==> src/rtl/mem_arbiter_if.sv <==
// Bus bundle for mem_arbiter: the CPU and loader request ports, the
// memory macro port and the busy flag. The slave modport is the arbiter's
// view; the master modport is the requesters and memory side.
interface mem_arbiter_if #(
  parameter int ADDR_W = 8,
  parameter int DATA_W = 8
);
  logic              cpu_req;
  logic              cpu_we;
  logic [ADDR_W-1:0] cpu_addr;
  logic [DATA_W-1:0] cpu_wdata;
  logic              cpu_ack;
  logic [DATA_W-1:0] cpu_rdata;

  logic              ldr_req;
  logic              ldr_we;
  logic [ADDR_W-1:0] ldr_addr;
  logic [DATA_W-1:0] ldr_wdata;
  logic              ldr_ack;
  logic [DATA_W-1:0] ldr_rdata;
  logic              ldr_prio;

  logic              mem_en;
  logic              mem_we;
  logic [ADDR_W-1:0] mem_addr;
  logic [DATA_W-1:0] mem_wdata;
  logic [DATA_W-1:0] mem_rdata;
  logic              busy;

  modport slave (
    input  cpu_req, cpu_we, cpu_addr, cpu_wdata,
    output cpu_ack, cpu_rdata,
    input  ldr_req, ldr_we, ldr_addr, ldr_wdata, ldr_prio,
    output ldr_ack, ldr_rdata,
    output mem_en, mem_we, mem_addr, mem_wdata,
    input  mem_rdata,
    output busy
  );

  modport master (
    output cpu_req, cpu_we, cpu_addr, cpu_wdata,
    input  cpu_ack, cpu_rdata,
    output ldr_req, ldr_we, ldr_addr, ldr_wdata, ldr_prio,
    input  ldr_ack, ldr_rdata,
    input  mem_en, mem_we, mem_addr, mem_wdata,
    output mem_rdata,
    input  busy
  );
endinterface

==> src/rtl/mem_arbiter.sv <==
// Two-requester arbiter (CPU datapath / program loader) in front of the
// single-port Neander memory. One transaction at a time: latch the winner,
// strobe the memory once, wait MEM_LAT cycles, capture read data and pulse
// the winner's ack. The interface instance must use the same ADDR_W/DATA_W.
module mem_arbiter #(
  parameter int ADDR_W  = 8,
  parameter int DATA_W  = 8,
  parameter int MEM_LAT = 1   // legal 1..4
) (
  input  logic         i_clk,
  input  logic         i_rst,
  mem_arbiter_if.slave io_bus
);

  typedef enum logic [1:0] {S_IDLE, S_ISSUE, S_WAIT, S_DONE} state_t;

  // Counter preload; WAIT lasts MEM_LAT cycles counting down to zero.
  localparam logic [1:0] LAT_LOAD = 2'(MEM_LAT - 1);

  state_t            r_state;
  logic              r_owner_ldr;  // 1 = loader owns the current transaction
  logic              r_last_ldr;   // 1 = loader received the previous grant
  logic              r_is_read;
  logic [1:0]        r_cnt;
  logic              r_mem_en;
  logic              r_mem_we;
  logic              r_cpu_ack;
  logic              r_ldr_ack;
  logic              r_busy;
  logic [ADDR_W-1:0] r_mem_addr;
  logic [DATA_W-1:0] r_mem_wdata;
  logic [DATA_W-1:0] r_cpu_rdata;
  logic [DATA_W-1:0] r_ldr_rdata;

  logic w_any_req;
  logic w_pick_ldr;

  // Loader wins when it is alone, when it has strict priority, or on a tie
  // where the CPU took the previous grant.
  assign w_any_req  = io_bus.cpu_req | io_bus.ldr_req;
  assign w_pick_ldr = io_bus.ldr_req &
                      (~io_bus.cpu_req | io_bus.ldr_prio | ~r_last_ldr);

  // Transaction sequencer: IDLE -> ISSUE -> WAIT -> DONE, all outputs registered.
  always_ff @(posedge i_clk or posedge i_rst) begin
    if (i_rst) begin
      r_state     <= S_IDLE;
      r_owner_ldr <= 1'b0;
      r_last_ldr  <= 1'b1;
      r_is_read   <= 1'b0;
      r_cnt       <= 2'd0;
      r_mem_en    <= 1'b0;
      r_mem_we    <= 1'b0;
      r_cpu_ack   <= 1'b0;
      r_ldr_ack   <= 1'b0;
      r_busy      <= 1'b0;
      r_mem_addr  <= '0;
      r_mem_wdata <= '0;
      r_cpu_rdata <= '0;
      r_ldr_rdata <= '0;
    end else begin
      case (r_state)
        S_IDLE: begin
          if (w_any_req) begin
            r_owner_ldr <= w_pick_ldr;
            r_last_ldr  <= w_pick_ldr;
            r_mem_we    <= w_pick_ldr ? io_bus.ldr_we : io_bus.cpu_we;
            r_is_read   <= ~(w_pick_ldr ? io_bus.ldr_we : io_bus.cpu_we);
            r_mem_addr  <= w_pick_ldr ? io_bus.ldr_addr : io_bus.cpu_addr;
            r_mem_wdata <= w_pick_ldr ? io_bus.ldr_wdata : io_bus.cpu_wdata;
            r_mem_en    <= 1'b1;
            r_busy      <= 1'b1;
            r_state     <= S_ISSUE;
          end
        end
        S_ISSUE: begin
          // Strobe and write enable last exactly this one cycle.
          r_mem_en <= 1'b0;
          r_mem_we <= 1'b0;
          r_cnt    <= LAT_LOAD;
          r_state  <= S_WAIT;
        end
        S_WAIT: begin
          if (r_cnt == 2'd0) begin
            // Writes leave both rdata registers untouched.
            if (r_is_read) begin
              if (r_owner_ldr) r_ldr_rdata <= io_bus.mem_rdata;
              else             r_cpu_rdata <= io_bus.mem_rdata;
            end
            r_cpu_ack <= ~r_owner_ldr;
            r_ldr_ack <= r_owner_ldr;
            r_state   <= S_DONE;
          end else begin
            r_cnt <= r_cnt - 2'd1;
          end
        end
        S_DONE: begin
          // Requests are not looked at here; they are arbitrated next IDLE.
          r_cpu_ack <= 1'b0;
          r_ldr_ack <= 1'b0;
          r_busy    <= 1'b0;
          r_state   <= S_IDLE;
        end
        default: r_state <= S_IDLE;
      endcase
    end
  end

  assign io_bus.cpu_ack   = r_cpu_ack;
  assign io_bus.cpu_rdata = r_cpu_rdata;
  assign io_bus.ldr_ack   = r_ldr_ack;
  assign io_bus.ldr_rdata = r_ldr_rdata;
  assign io_bus.mem_en    = r_mem_en;
  assign io_bus.mem_we    = r_mem_we;
  assign io_bus.mem_addr  = r_mem_addr;
  assign io_bus.mem_wdata = r_mem_wdata;
  assign io_bus.busy      = r_busy;

endmodule
==> src/flat_wrapper.sv <==
// flat-port wrapper written by rule: the top's interface ports become plain ports
module mem_arbiter_flat 
#(
  parameter int ADDR_W  = 8,
  parameter int DATA_W  = 8,
  parameter int MEM_LAT = 1                
)
  (i_clk, i_rst, io_bus_cpu_req, io_bus_cpu_we, io_bus_cpu_addr, io_bus_cpu_wdata, io_bus_cpu_ack, io_bus_cpu_rdata, io_bus_ldr_req, io_bus_ldr_we, io_bus_ldr_addr, io_bus_ldr_wdata, io_bus_ldr_prio, io_bus_ldr_ack, io_bus_ldr_rdata, io_bus_mem_en, io_bus_mem_we, io_bus_mem_addr, io_bus_mem_wdata, io_bus_mem_rdata, io_bus_busy);
  mem_arbiter_if #(.ADDR_W(ADDR_W), .DATA_W(DATA_W)) io_bus_i ();
  input  logic i_clk;
  input  logic i_rst;
  input wire logic [$bits(io_bus_i.cpu_req)-1:0] io_bus_cpu_req;
  input wire logic [$bits(io_bus_i.cpu_we)-1:0] io_bus_cpu_we;
  input wire logic [$bits(io_bus_i.cpu_addr)-1:0] io_bus_cpu_addr;
  input wire logic [$bits(io_bus_i.cpu_wdata)-1:0] io_bus_cpu_wdata;
  output wire logic [$bits(io_bus_i.cpu_ack)-1:0] io_bus_cpu_ack;
  output wire logic [$bits(io_bus_i.cpu_rdata)-1:0] io_bus_cpu_rdata;
  input wire logic [$bits(io_bus_i.ldr_req)-1:0] io_bus_ldr_req;
  input wire logic [$bits(io_bus_i.ldr_we)-1:0] io_bus_ldr_we;
  input wire logic [$bits(io_bus_i.ldr_addr)-1:0] io_bus_ldr_addr;
  input wire logic [$bits(io_bus_i.ldr_wdata)-1:0] io_bus_ldr_wdata;
  input wire logic [$bits(io_bus_i.ldr_prio)-1:0] io_bus_ldr_prio;
  output wire logic [$bits(io_bus_i.ldr_ack)-1:0] io_bus_ldr_ack;
  output wire logic [$bits(io_bus_i.ldr_rdata)-1:0] io_bus_ldr_rdata;
  output wire logic [$bits(io_bus_i.mem_en)-1:0] io_bus_mem_en;
  output wire logic [$bits(io_bus_i.mem_we)-1:0] io_bus_mem_we;
  output wire logic [$bits(io_bus_i.mem_addr)-1:0] io_bus_mem_addr;
  output wire logic [$bits(io_bus_i.mem_wdata)-1:0] io_bus_mem_wdata;
  input wire logic [$bits(io_bus_i.mem_rdata)-1:0] io_bus_mem_rdata;
  output wire logic [$bits(io_bus_i.busy)-1:0] io_bus_busy;
  assign io_bus_i.cpu_req = io_bus_cpu_req;
  assign io_bus_i.cpu_we = io_bus_cpu_we;
  assign io_bus_i.cpu_addr = io_bus_cpu_addr;
  assign io_bus_i.cpu_wdata = io_bus_cpu_wdata;
  assign io_bus_cpu_ack = io_bus_i.cpu_ack;
  assign io_bus_cpu_rdata = io_bus_i.cpu_rdata;
  assign io_bus_i.ldr_req = io_bus_ldr_req;
  assign io_bus_i.ldr_we = io_bus_ldr_we;
  assign io_bus_i.ldr_addr = io_bus_ldr_addr;
  assign io_bus_i.ldr_wdata = io_bus_ldr_wdata;
  assign io_bus_i.ldr_prio = io_bus_ldr_prio;
  assign io_bus_ldr_ack = io_bus_i.ldr_ack;
  assign io_bus_ldr_rdata = io_bus_i.ldr_rdata;
  assign io_bus_mem_en = io_bus_i.mem_en;
  assign io_bus_mem_we = io_bus_i.mem_we;
  assign io_bus_mem_addr = io_bus_i.mem_addr;
  assign io_bus_mem_wdata = io_bus_i.mem_wdata;
  assign io_bus_i.mem_rdata = io_bus_mem_rdata;
  assign io_bus_busy = io_bus_i.busy;
  mem_arbiter #(.ADDR_W(ADDR_W), .DATA_W(DATA_W), .MEM_LAT(MEM_LAT)) u_core (.i_clk(i_clk), .i_rst(i_rst), .io_bus(io_bus_i));
endmodule
==> config.mk <==
export PLATFORM = sky130hd
export DESIGN_NAME = mem_arbiter_flat
export DESIGN_NICKNAME = d
export VERILOG_FILES = /design/src/rtl/mem_arbiter_if.sv /design/src/rtl/mem_arbiter.sv /design/src/flat_wrapper.sv
export SDC_FILE = /design/constraint.sdc
export NUM_CORES = 1
export LEC_CHECK = 0
export ABC_AREA = 1
export CORE_MARGIN = 4
export CORE_UTILIZATION = 40
export DETAILED_ROUTE_END_ITERATION = 10
export DONT_BUFFER_PORTS = 1
export GPL_TIMING_DRIVEN = 0
export HOLD_SLACK_MARGIN = 0.05
export PLACE_DENSITY = 0.58
export SLEW_MARGIN = 0
export SYNTH_ARGS = -nofsm -noshare
export SYNTH_HDL_FRONTEND = slang
export SYNTH_SLANG_ARGS = --single-unit
==> constraint.sdc <==
create_clock -name i_clk -period 1.4 [get_ports i_clk]
set_clock_uncertainty 0.1 [all_clocks]
set_input_delay 0.14 -clock i_clk [delete_from_list [all_inputs] [get_ports i_clk]]
set_output_delay 0.14 -clock i_clk [all_outputs]
set_load 0.02 [all_outputs]
==> metrics <==
number of cells on the worst hold path=4; CP startpoint kind=flip-flop; length in cells of the worst reg-to-reg path=8; number of cells on the critical path=8; maximum VDD drop=between 900 and 1000 uV; total of fill cells in the finished design=435; grt total ovfl=0; residual DRC count=0; multiplexer fraction of the synthesized cell area=0.453%; Max Cap Viol=0; number of antenna violations at the first check in global routing=0; detailed-route via count=between 1500 and 2000; number of CTS-inserted buffers=5; launching point of the worst reg2reg path=u_core.r_state[0]; Final min period=between 1000 and 1500 ps; number of global-route vias before repair=2037; worst-case register-to-register setup slack=roughly 2.7 ps; crit-path max cell delay=410 ps; status=complete, no violations; maximum clock rate=around 0.72 GHz; Mapped Avg Cell Area=8.10 um^2; total of endpoints with negative setup slack in the final report=0; part of the Yosys area used for sequential elements=between 40 and 50%; hold violation count in the final report=0; pwr dens=2000 nW/um^2; synthesized-area fraction occupied by and/or/nand/nor cells=between 20% and 30%; xor-xnor portion of the synthesized cell area=0%; number of search-and-repair iterations in the first detailed-routing pass=4; total global routing track utilization=between 10% and 20%; critical path cell sequence=inv_2 > ha_4 > nand2_4 > inv_4 > nand3_4 > buf_6 > nand2_1 > o21ai_1; arithmetic-cell share of the synthesized area counting full adders, half adders and majority gates=approximately 3.4%; post-layout instance area=roughly 3300 um^2; Post-Route WL=roughly 6100 um; ports placed on the boundary=84; area fraction of the dominant cell type after synthesis=around half; number of storage elements in the synthesis netlist=44; die width=82.3 um; worst slew margin relative to its limit=just over 70%; number of warning messages in the yosys log=0; Setup Crit Path Kind=reg2reg; clk sinks=44; area occupied by registers=1100 um^2; Core Footprint=between 5000 and 6000 um^2; maximum clock insertion buffer count=2; area delta synth->final=47.7%; TritonCTS clock tree=built; post-detailed-route count of antenna-violating nets=0; routed vias/inst=approximately 4.8; clk slew on worst S/H paths=~80 ps; leading cell types by total area after synthesis=sky130_fd_sc_hd__dfrtp_1, sky130_fd_sc_hd__nand2_1, sky130_fd_sc_hd__inv_1; Synth cell types=25; global-route wire length before repair=between 9000 and 10000 um; total power of the final layout=6.54 mW; Total Nets Final=around 390; Initial Utilization=42.2%; Worst Max-Slew Pin Slew=between 400 and 500 ps; compound-cell area share of the yosys netlist=slightly above 7%; capturing element of the worst setup path=u_core.io_bus.cpu_rdata[7]; count of final max-slew check failures=0; netlist area before placement=2210 um^2; buffer and inverter count on the worst path=3; Crit path required time=about 1500 ps; Slowest-stage cell, CP=sky130_fd_sc_hd__dfrtp_1; height of the die=between 80 and 90 um; number of cell rows=26; core utilization of the finished layout=between 60% and 70%; gpl congestion=around 0.75; family with the most delay on the worst path=flip-flops; worst hold slack across all endpoints=approximately 150 ps; total placed instance area=2320 um^2; unrepaired setup endpoints after global routing=yes; crit-path max FO=5; clock insertion delay at the later pin of the skew report=about 290 ps; destination of the worst register-to-register timing path=u_core.io_bus.cpu_rdata[7]; type of destination of the critical path=flip-flop; root cell of the clock tree=sky130_fd_sc_hd__clkbuf_8; start point of the critical path=u_core.r_state[0]; classification of the worst-slack hold path=in2reg; post-synthesis net count=around 330; die footprint=slightly below 7000 um^2; H-Tree Depth=2; share of post-route cells with drive strength above 1=roughly a quarter; portion of the clock cycle consumed by the worst path in the final layout=99.8%; initial DRC count=64; number of buffers added on ports=0; Gate Count Post-Synth=between 200 and 300; cell taking the most area after synthesis=sky130_fd_sc_hd__dfrtp_1; final HPWL from detailed placement=around 3700 um; static power due to leakage=1.65 nW; ant diodes=0; setup_tns=0 ps; multi-input gate area in the final layout=roughly 1000 um^2; pin count of the biggest net entering global routing=26; average wire per standard cell=between 10 and 15 um; combinational family with the most area after synthesis=simple AND/OR/NAND/NOR gates; critical path data arrival time=approximately 1500 ps
## Yosys cell counts
cell type	count
sky130_fd_sc_hd__dfstp_2	1
sky130_fd_sc_hd__nand3_1	38
sky130_fd_sc_hd__or2_1	1
sky130_fd_sc_hd__ha_1	6
sky130_fd_sc_hd__nor2_1	10
sky130_fd_sc_hd__nand2_2	2
sky130_fd_sc_hd__o21ai_2	1
sky130_fd_sc_hd__nand3_2	1
sky130_fd_sc_hd__nand2_1	71
sky130_fd_sc_hd__inv_1	56
sky130_fd_sc_hd__buf_2	2
sky130_fd_sc_hd__o21ai_0	2
sky130_fd_sc_hd__nand3_4	1
sky130_fd_sc_hd__o22ai_1	3
sky130_fd_sc_hd__mux2i_1	1
sky130_fd_sc_hd__o211ai_1	2
sky130_fd_sc_hd__buf_4	3
sky130_fd_sc_hd__buf_6	5
sky130_fd_sc_hd__dfrtp_1	43
sky130_fd_sc_hd__inv_2	2
sky130_fd_sc_hd__a21oi_2	2
sky130_fd_sc_hd__o21ai_1	11
sky130_fd_sc_hd__a21oi_1	7
sky130_fd_sc_hd__nor2_4	1
sky130_fd_sc_hd__nor3_1	1
## cell families (layout without fill, tap and decap cells)
family / after synthesis / in the layout
AO/OA/AOI/OAI: 28 / 28
multiplexers: 1 / 1
AND/OR/NAND/NOR: 126 / 126
buffers and inverters: 68 / 136
adder cells (fa/ha/maj): 6 / 6
flip-flops: 44 / 44
## what timing repair did
action,in CTS,in global routing
pin swaps,2,29
setup buffers,10,2
gates resized for setup,11,48
setup endpoints to repair,41,39
hold buffers,45,0
cloned,1,2
endpoints found under the hold margin,79,0
## placed cells by master (no fill, tap or decap), types with 3 or more instances in the layout
master,n
sky130_fd_sc_hd__buf_6,8
sky130_fd_sc_hd__o21ai_1,7
sky130_fd_sc_hd__clkbuf_8,7
sky130_fd_sc_hd__dfrtp_1,43
sky130_fd_sc_hd__nand2_4,4
sky130_fd_sc_hd__inv_1,53
sky130_fd_sc_hd__dlygate4sd3_1,45
sky130_fd_sc_hd__o22ai_1,3
sky130_fd_sc_hd__buf_4,11
sky130_fd_sc_hd__nand2_2,7
sky130_fd_sc_hd__inv_2,3
sky130_fd_sc_hd__buf_12,3
sky130_fd_sc_hd__a21oi_1,7
sky130_fd_sc_hd__nor2_1,8
sky130_fd_sc_hd__nand3_1,21
sky130_fd_sc_hd__nand2_1,62
sky130_fd_sc_hd__o21ai_2,5
sky130_fd_sc_hd__nand3_2,18
## worst register-to-register path: cells and delay by family, from the launching register on
family | cells | cell delay [ps]
AOI/OAI and AO/OA | 1 | 70
adders and majority gates | 1 | 170
buffers and inverters | 3 | 340
DFF | 1 | 410
and+or+nand+nor | 3 | 210
## power breakdown
part	internal, mW	total, mW	leakage (nW)	switching (mW)
sequential	1.87	2.98	0.526	1.11
clock	0.630	1.07	0.0645	0.440
combinational	1.20	2.49	1.06	1.29
total	3.70	6.54	1.65	2.84
## per-layer routing
metal  vias to the layer above  track usage [%]  part of all wire, %
met4                         0             7.48                  1.9
met5                         -                0                    0
li1                        975                -                    -
met2                        69             31.3                   49
met1                       920             23.2                   42
met3                        11             4.23                  6.9
## worst min path at each step
stage | from | end
finish | io_bus_ldr_req | u_core.io_bus.mem_wdata[7]
global route | io_bus_ldr_req | u_core.io_bus.mem_wdata[7]
CTS | io_bus_ldr_req | u_core.io_bus.mem_wdata[5]
detailed placement | i_rst | u_core.io_bus.cpu_rdata[6]
global placement | io_bus_mem_rdata[0] | u_core.io_bus.ldr_rdata[0]
floorplan | io_bus_mem_rdata[0] | u_core.io_bus.ldr_rdata[0]
## flip-flops by register name (all words and copies together), names as in the netlist
signal	cells
u_core.io_bus.cpu_rdata	8
u_core.io_bus.ldr_rdata	8
u_core.io_bus.mem_addr	8
u_core.io_bus.mem_wdata	8
u_core.r_cnt	2
u_core.r_state	2
u_core.io_bus.busy	1
u_core.io_bus.cpu_ack	1
u_core.io_bus.ldr_ack	1
u_core.io_bus.mem_en	1
u_core.io_bus.mem_we	1
u_core.r_is_read	1
u_core.r_last_ldr	1
u_core.r_owner_ldr	1
## layout make-up
class	instances	share of cell area, %
Sequential cell	44	33.8
Multi-Input combinational cell	161	30.6
Timing Repair Buffer	61	19.3
Inverter	58	6.82
Buffer	9	2.99
Clock buffer	7	2.95
Tap cell	70	2.68
Clock inverter	1	0.920
## per-stage QoR
| step | cells | setup WS (ps) |
|---|---|---|
| floorplan | 273 | 21.0 |
| global placement | 343 | -397 |
| detailed placement | 344 | -243 |
| CTS | 408 | 7.04 |
| global route | 411 | -75.1 |
| finish | 411 | 2.74 |
No activity file was read; power rests on OpenSTA's default activity.
